==> config.mk <==
export PLATFORM = sky130hd
export DESIGN_NAME = rom_8x4_flat
export DESIGN_NICKNAME = d
export VERILOG_FILES = /design/src/rtl/rom_8x4_if.sv /design/src/rtl/rom_8x4.sv /design/src/flat_wrapper.sv
export SDC_FILE = /design/constraint.sdc
export NUM_CORES = 1
export LEC_CHECK = 0
export ABC_CLOCK_PERIOD_IN_PS = 890
export CORE_AREA = 3 3 40 42
export DETAILED_ROUTE_END_ITERATION = 12
export DIE_AREA = 0 0 43 45
export GPL_TIMING_DRIVEN = 0
export MAX_ROUTING_LAYER = met4
export SLEW_MARGIN = 20
export SYNTH_ARGS = -nofsm -noshare
export SYNTH_HDL_FRONTEND = slang
export SYNTH_SLANG_ARGS = --single-unit
==> constraint.sdc <==
create_clock -name clk -period 0.89 [get_ports clk]
set_input_delay 0.089 -clock clk [delete_from_list [all_inputs] [get_ports clk]]
set_output_delay 0.089 -clock clk [all_outputs]
set_load 0.05 [all_outputs]
==> src/rtl/rom_8x4_if.sv <==
// Read port of the 8x4 constant ROM: request (rd_en/addr) and the
// registered response (out/out_valid/parity).
interface rom_8x4_if;
  logic       rd_en;
  logic [2:0] addr;
  logic [3:0] out;
  logic       out_valid;
  logic       parity;

  modport master (
    output rd_en, addr,
    input  out, out_valid, parity
  );

  modport slave (
    input  rd_en, addr,
    output out, out_valid, parity
  );
endinterface

==> src/rtl/rom_8x4.sv <==
// 8-word x 4-bit fixed lookup table with a registered read stage.
// Every entry has even parity, so a registered parity of 1 flags a fault.
module rom_8x4 (
  input  logic     clk,
  input  logic     rst_n,
  rom_8x4_if.slave bus
);

  function automatic logic [3:0] rom_word(input logic [2:0] a);
    logic [3:0] w;
    case (a)
      3'd0:    w = 4'b0000;
      3'd1:    w = 4'b0011;
      3'd2:    w = 4'b0101;
      3'd3:    w = 4'b0110;
      3'd4:    w = 4'b1001;
      3'd5:    w = 4'b1010;
      3'd6:    w = 4'b1100;
      default: w = 4'b1111;
    endcase
    return w;
  endfunction

  logic [3:0] rd_word;
  logic [3:0] out_q;
  logic       par_q;
  logic       vld_q;

  assign rd_word = rom_word(bus.addr);

  // Data and parity are only loaded on a read, so addr is ignored (even if
  // unknown) while rd_en is low; the valid flag drops every idle cycle.
  always_ff @(posedge clk or negedge rst_n) begin
    if (!rst_n) begin
      out_q <= 4'b0000;
      par_q <= 1'b0;
      vld_q <= 1'b0;
    end else begin
      vld_q <= bus.rd_en;
      if (bus.rd_en) begin
        out_q <= rd_word;
        par_q <= ^rd_word;
      end
    end
  end

  assign bus.out       = out_q;
  assign bus.parity    = par_q;
  assign bus.out_valid = vld_q;

endmodule

==> src/flat_wrapper.sv <==
// flat-port wrapper written by rule: the top's interface ports become plain ports
module rom_8x4_flat 
  (clk, rst_n, bus_rd_en, bus_addr, bus_out, bus_out_valid, bus_parity);
  rom_8x4_if bus_i ();
  input  logic clk;
  input  logic rst_n;
  input wire logic [$bits(bus_i.rd_en)-1:0] bus_rd_en;
  input wire logic [$bits(bus_i.addr)-1:0] bus_addr;
  output wire logic [$bits(bus_i.out)-1:0] bus_out;
  output wire logic [$bits(bus_i.out_valid)-1:0] bus_out_valid;
  output wire logic [$bits(bus_i.parity)-1:0] bus_parity;
  assign bus_i.rd_en = bus_rd_en;
  assign bus_i.addr = bus_addr;
  assign bus_out = bus_i.out;
  assign bus_out_valid = bus_i.out_valid;
  assign bus_parity = bus_i.parity;
  rom_8x4 u_core (.clk(clk), .rst_n(rst_n), .bus(bus_i));
endmodule
# --- Word-level counts from Yosys, hierarchy flattened ---
# Index checks and enable logic that the tools add are counted.
classes:
  reduce_logical: 2
  eq_ne: 6
  n_mux: 1
op_table:
  columns: ["cell", "n"]
  rows:
  - ["$pmux W4 S7", 1]
  - ["$eq A3 B3 Y1 const B", 3]
  - ["$eq A3 B2 Y1 const B", 2]
  - ["$reduce_xor A4 Y1", 1]
  - ["$eq A3 B1 Y1 const B", 1]
  - ["$logic_not A3 Y1", 1]
word_totals:
  register_bits: 6
  in_bits: 6
  output_inout_bits: 6
  elab_cells: 12

# --- Depth between registers and ports, before layout ---
# Gate-level depths: netlist (run 1).
depth:
  ltp_word: 3
  ltp_mapped: 2
  ltp_nobuf: 2

# --- Worst setup path before layout (run 1) ---
# Ideal clock, no wire load.
synth_timing:
  path_kind: "register to register"
  startpoint: "register, netlist name u_core.bus.out[0]"
  endpoint: "register u_core.out_q[0] (netlist: u_core.bus.out[0])"
  path_stages_with_launch: 2
  n_path_buf: 0
  arrival_ns: 0.869
  required_ns: 0.765
  synth_period_minus_slack_ns: 0.994
  setup_time_ns: 0.125
  slack_ns: -0.104
  cell_sequence: "dfrtp_1 > mux2_4"
synth_rtl:
  columns: ["item", "line", "source"]
  rows:
  - ["to (signal assigned)", "rom_8x4.sv:41", "out_q <= rd_word;"]
  - ["to (decl)", "rom_8x4.sv:25", "logic [3:0] out_q;"]

# --- Worst setup path in the final report (run 1) ---
layout_timing:
  startpoint: "register u_core.out_q[3] (netlist: u_core.bus.out[3])"
  endpoint: "output port bus_out[3]"
layout_rtl:
  columns: ["item", "line", "source"]
  rows:
  - ["to (decl)", "flat_wrapper.sv:9", "output wire logic [$bits(bus_i.out)-1:0] bus_out;"]
# No word-level cell between the ends.

==> results of run 1 <==
cell type report:
| cell class | instances | area, µm² | area share, % |
|---|---|---|---|
| flip-flops and latches | 6 | 155 | 39.6 |
| repair buffers | 11 | 113 | 28.8 |
| multi-input cells | 6 | 78.8 | 20.1 |
| clock buffers | 4 | 26.3 | 6.71 |
| well taps | 15 | 18.8 | 4.79 |
synth_stat cells (all sizes together):
cell and n:
dfrtp 6, mux2 4, nor2b 1, xor3 1
layer usage:
metal | routed length, µm | share of wire [%]
met5 | 0 | 0
met4 | 0 | 0
met3 | 64 | 12
met2 | 200 | 38
met1 | 260 | 50
registers in the layout, indices dropped and copies added (netlist names):
| signal | flops |
|---|---|
| u_core.bus.out | 4 |
| u_core.bus.out_valid | 1 |
| u_core.bus.parity | 1 |
cell families (layout without fill, tap and decap cells):
family | after synthesis | after routing | synth area share, %
and+or+nand+nor | 1 | 1 | 2.73
muxes | 4 | 4 | 21.3
xor gates and xnor gates | 1 | 1 | 10.4
buffers and inverters | 0 | 15 | 0
DFF | 6 | 6 | 65.6
path summary, 6_finish.rpt:
kind	startpoint	end	slack (ns)	cells past startpoint
max	u_core.bus.out[3]$_DFFE_PN0P_	bus_out[3]	-0.009	1
min	rst_n	u_core.bus.out[2]$_DFFE_PN0P_	0.08	1
max reg2reg	u_core.bus.out[3]$_DFFE_PN0P_	u_core.bus.out[3]$_DFFE_PN0P_	0.10	1
min reg2reg	u_core.bus.out[1]$_DFFE_PN0P_	u_core.bus.out[1]$_DFFE_PN0P_	0.53	1
max in group asynchronous	rst_n	u_core.bus.out[1]$_DFFE_PN0P_	0.58	1
min in group clk	bus_rd_en	u_core.bus.out_valid$_DFF_PN0_	0.24	1
stage by stage:
step	instances	instance area, µm²	TNS [ns]	hold slack [ns]	total power (µW)
finish	42	392	-0.0134	0.0798	817
global placement	38	363	-3.25	0.332	536
global route	42	392	-0.168	0.0903	869
floorplan	12	234	-0.0565	-0.207	450
CTS	42	388	-0.0544	0.0792	832
detailed placement	38	363	-3.39	0.349	541
power breakdown:
group          internal, µW  switching, µW  leakage [µW]
Combinational          96.5            124     0.0000989
Sequential              303           17.7     0.0000684
Clock                   170            105     0.0000150
what timing repair did:
item                       in CTS  in global routing
pin swaps                       1                  0
hold buffers                    0                  0
setup endpoints to repair      10                  6
gates resized for setup        45                  1
==> key figures, run 1 <==
Final layout
  • Commonest non-fill, non-tap cell in the layout: buf_6
  • Share of cells above drive strength 1: 63.0%
  • Nets: 34
  • Fill cells: 138
  • Core Util, Final: 30.5%
  • Area growth, synth to finish: 71.0%
  • Most frequent cells in the layout: buf_6 (6), dlygate4sd2_1 (4), dfrtp_2 (4)
  • # diodes: 0

Outcome
  • Outcome: finished with violations
  • Failing checks: negative setup slack

Drt
  • Final ANT Viol Nets: 0
  • Pre-Repair DR Iteration Count: 1
  • Vias per cell: 3.67
  • Drt wl/cell: 12.5 µm
  • Vias: 154
  • DR DRC count: 0
  • Total Wirelength: 525 µm
  • DRT iter0 DRCs: 0

Worst setup path
  • Critical Path AT: 0.81 ns
  • CP Class: reg2out
  • Critical path's slowest cell: dfrtp_2
  • Critical path launch point type: flop
  • Max Fanout on Critical Path: 2
  • Critical Path RT: 0.80 ns
  • CP peak stage delay: 0.41 ns
  • Worst Setup End Kind: output port
  • Crit path buffers/inverters: 1
  • Crit-path leading delay family: flip-flops
  • CP Cell Sequence: buf_6

Synthesis
  • Area share of the largest cell type after synthesis: 65.6%
  • Syn_area_per_cell: 19.1 µm²
  • Mapped cell area: 229 µm²
  • Synthesized flop and latch total: 6
  • Top cell type by total area after synthesis: dfrtp_1
  • Sequential-to-total area share from yosys stat: 65.6%
  • Post-synthesis instance total: 12
  • Top cells by area, synth: dfrtp_1 (66%), mux2_2 (15%), xor3_1 (10%), mux2_4 (6.6%), nor2b_1 (2.7%)
  • Yosys warning count: 0
  • Net Count, Synth: 18
  • Unique masters post-synth: 5

Clock tree
  • Root Driver: clkbuf_4
  • CTS tree: built
  • CTS Sinks: 6
  • Htree depth: 1
  • Setup Fix Bufs, Post-CTS: 0
  • Reg clk slew, reported paths: 0.05 ns
  • Later-pin clock latency in the skew report: 0.25 ns
  • Clock buffer depth: 2
  • Number of CTS-inserted buffers: 3

STA
  • Final setup vio count: 3
  • Slew Limit Fails: 0
  • Final worst setup slack: -0.00868 ns
  • Fmax: 1.11 GHz
  • Final Cycle Share: 101%
  • Final hold viol count: 0
  • Worst Tran Pin Value: 0.266 ns
  • Final min period: 0.899 ns
  • Rel. slew slack: 82.2%
  • Fin Clk Skew: 0 ns
  • RSZ-0062 raised after global routing: true

Die
  • Die footprint: 0.00194 mm²
  • Num rows: 13
  • Die height: 45 µm
  • Die width: 43 µm
  • Core area: 0.00128 mm²
  • Ports: 12
  • Initial core utilization: 17.8%

Worst hold path
  • Worst hold path type: in2async

Place
  • Port Buffers: 11
  • GP Congestion: 0.786
  • DPL Wire Length: 377 µm
  • Pre-CTS setup slack: -0.481 ns

GRT
  • Largest net degree at the start of global routing: 7
  • Met2 usage: 8.68%
  • Met1 Track Usage GR: 7.92%
  • Global routing's busiest layer: met2
  • Number of global-route vias before repair: 198
  • Routing usage on met3: 3.98%
  • First-pass GRT wire length: 890 µm
  • Initial antenna violation count: 0
  • GR Overflow Total: 0
  • Total GRT Usage: 7.19%

Power and ir drop
  • Static leakage: 0.000182 µW
  • Pwr dens: 2090 mW/mm²
  • Max rail drop VDD: 0.683 mV

Flow run
  • Max-Cap Viols: 0
Power figures use the tool's default switching activity.
==> inputs of run 2 (changes only) <==
--- a/config.mk
+++ b/config.mk
@@ -11,6 +11,8 @@
 export DIE_AREA = 0 0 43 45
 export GPL_TIMING_DRIVEN = 0
 export MAX_ROUTING_LAYER = met4
+export RECOVER_POWER = 100
+export SKIP_CTS_REPAIR_TIMING = 1
 export SLEW_MARGIN = 20
 export SYNTH_ARGS = -nofsm -noshare
 export SYNTH_HDL_FRONTEND = slang
==> run 2 against run 1 <==
Effect of this change: the run still ends with negative setup slack left; final cell count unchanged; total power decreased by 1.1%; maximum frequency increased by 0.38%; first-iteration DRC count increased by 1; via count decreased by 0.65%; register-to-register slack about the same; sequential power about the same; sequential cell count unchanged; core utilization increased by 0.19 points; highest routed layer unchanged; global-route usage decreased by 0.087 points; critical endpoint unchanged; clock skew unchanged.
==> key figures, run 2 (synthesis gave the netlist of run 1 again) <==
Power and ir drop
  • NetSw: 245 µW (-0.93%)
  • Static leakage: 0.000198 µW (+8.5%)
  • Share of total power in combinational logic: 26.4% (-0.6 points)
  • Pwr dens: 2050 mW/mm² (-1.7%)
  • Flop pwr share: 39.5% (+0.3 points)
  • Net Sw Frac: 30.3% (+0.056 points)
  • Max rail drop VDD: 0.679 mV (-0.50%)
  • Int Pwr: 563 µW (-1.2%)
  • Clock share of power: 34.1% (+0.4 points)

Drt
  • DRT iter0 DRCs: 1 (+1)
  • Vias: 153 (-0.65%)
  • Drt wl/cell: 12.3 µm (-1.5%)
  • Pre-Repair DR Iteration Count: 2 (+1)
  • Vias per cell: 3.64 (-0.65%)
  • Final ANT Viol Nets: 0 (unchanged)
  • DR DRC count: 0 (unchanged)
  • Total Wirelength: 517 µm (-1.5%)

GRT
  • Number of global-route vias before repair: 198 (unchanged)
  • First-pass GRT wire length: 876 µm (-1.6%)
  • Largest net degree at the start of global routing: 7 (unchanged)
  • GR Overflow Total: 0 (unchanged)
  • Total GRT Usage: 7.10% (-0.087 points)
  • Initial antenna violation count: 0 (unchanged)

Worst setup path
  • Max Fanout on Critical Path: 2 (unchanged)
  • Critical path's slowest cell: dfrtp_2
  • Critical path launch point type: flop
  • Critical Path Source: u_core.bus.out[3]$_DFFE_PN0P_
  • Critical Path AT: 0.81 ns (about the same)
  • Crit-path leading delay family: flip-flops
  • Register-to-register setup slack: 0.09 ns (about the same)
  • CP Cell Sequence: buf_6
  • CP peak stage delay: 0.41 ns (about the same)
  • Critical Path RT: 0.80 ns (about the same)
  • Worst Setup End Kind: output port
  • Reg-to-reg critical path startpoint: u_core.bus.out[0]$_DFFE_PN0P_
  • CP Class: reg2out
  • Crit path buffers/inverters: 1 (unchanged)

Die
  • Num rows: 13 (unchanged)
  • Ports: 12 (unchanged)
  • Die width: 43 µm (unchanged)
  • Die height: 45 µm (unchanged)
  • Die footprint: 0.00194 mm² (unchanged)
  • Initial core utilization: 17.8% (unchanged)
  • Core area: 0.00128 mm² (unchanged)

STA
  • Slew Limit Fails: 0 (unchanged)
  • Fin Clk Skew: 0 ns (unchanged)
  • Final worst setup slack: -0.00524 ns (+0.00344 ns)
  • Final setup vio count: 2 (-1)
  • Worst Tran Pin Value: 0.280 ns (+0.0139 ns)
  • RSZ-0062 raised after global routing: true
  • Fmax: 1.12 GHz (+0.38%)
  • Rel. slew slack: 81.3% (-0.87 points)
  • Final hold viol count: 0 (unchanged)
  • Final Cycle Share: 101% (-0.39 points)
  • Final min period: 0.895 ns (-0.00344 ns)

Flow run
  • Max-Cap Viols: 0 (unchanged)

Final layout
  • Sequential Area: 155 µm² (unchanged)
  • Area growth, synth to finish: 72.1%
  • Multi-input gate area: 75.1 µm² (-4.8%)
  • Cell area after layout: 394 µm² (+0.64%)
  • # diodes: 0 (unchanged)
  • Share of cells above drive strength 1: 59.3% (-3.7 points)
  • Commonest non-fill, non-tap cell in the layout: buf_6
  • Number of flip-flops under the largest register name: 4 (unchanged)
  • Most frequent cells in the layout: buf_6 (6), dfrtp_2 (4), mux2_2 (3), clkbuf_4 (3), dlymetal6s2s_1 (3)
  • Fill cells: 139 (+0.72%)
  • Nets: 34 (unchanged)

Clock tree
  • Later-pin clock latency in the skew report: 0.24 ns (about the same)
  • Clock buffer depth: 2 (unchanged)
  • Htree depth: 1 (unchanged)
  • Number of CTS-inserted buffers: 3 (unchanged)
  • Reg clk slew, reported paths: 0.05 ns (about the same)
  • Root Driver: clkbuf_4
  • CTS tree: built
  • CTS Sinks: 6 (unchanged)

Place
  • GP Congestion: 0.786 (unchanged)
  • DPL Wire Length: 377 µm (unchanged)
  • Dpl cell area: 363 µm² (unchanged)
  • Port Buffers: 11 (unchanged)
  • Pre-CTS setup slack: -0.481 ns (unchanged)

Worst hold path
  • Hold path startpoint: bus_rd_en
  • Worst hold path type: in2reg

Outcome
  • Failing checks: negative setup slack
  • Outcome: finished with violations
[run 2: changes by cell type in the layout (fill, tap and decap cells not counted)]
cell and change:
mux2_4 -1, dlygate4sd3_1 +1, dlymetal6s2s_1 +3, clkbuf_1 +1
mux2_1 +1, clkdlybuf4s50_1 -1, dlygate4sd2_1 -4
[run 2: path summary, 6_finish.rpt]
path	to	cells after the start
min	u_core.bus.out_valid$_DFF_PN0_	1
min reg2reg	u_core.bus.out[0]$_DFFE_PN0P_	1
max reg2reg	u_core.bus.out[0]$_DFFE_PN0P_	1
min in group asynchronous	u_core.bus.out[2]$_DFFE_PN0P_	1
max in group asynchronous	u_core.bus.out[1]$_DFFE_PN0P_	1
max	bus_out[3]	1
[run 2: cell type report]
type                    instances  share of cell area [%]
well taps                      15                    4.76
repair buffers                 11                    30.2
multi-input cells               6                    19.0
flip-flops and latches          6                    39.4
clock buffers                   4                    6.67
[run 2: per-layer routing]
layer / vias up / GRT usage (%) / part of all wire (%)
met5: - / - / 0
met4: 0 / 7.23 / 0
met3: 0 / 3.98 / 15
met2: 12 / 8.68 / 39
met1: 70 / 7.67 / 45
li1: 71 / - / -
[run 2: through the flow]
stage                     cells   TNS, ns  total power, µW  util, %  hold WS, ns
after detailed placement     38     -3.39              541     28.2        0.349
after global routing         42    -0.166              860     30.7       0.0896
after CTS                    42     -3.98              828     30.3       0.0792
final                        42  -0.00578              808     30.7       0.0857
after global placement       38     -3.25              536     28.2        0.332
after floorplan              12   -0.0565              450        -       -0.207
[run 2: power groups by stage]
stage               combinational [µW]  clock (µW)  sequential (µW)
CTS                                223         288              316
global placement                   218           0              318
global route                       222         316              323
detailed placement                 221           0              320
floorplan                         40.7           0              410
finish                             213         275              319
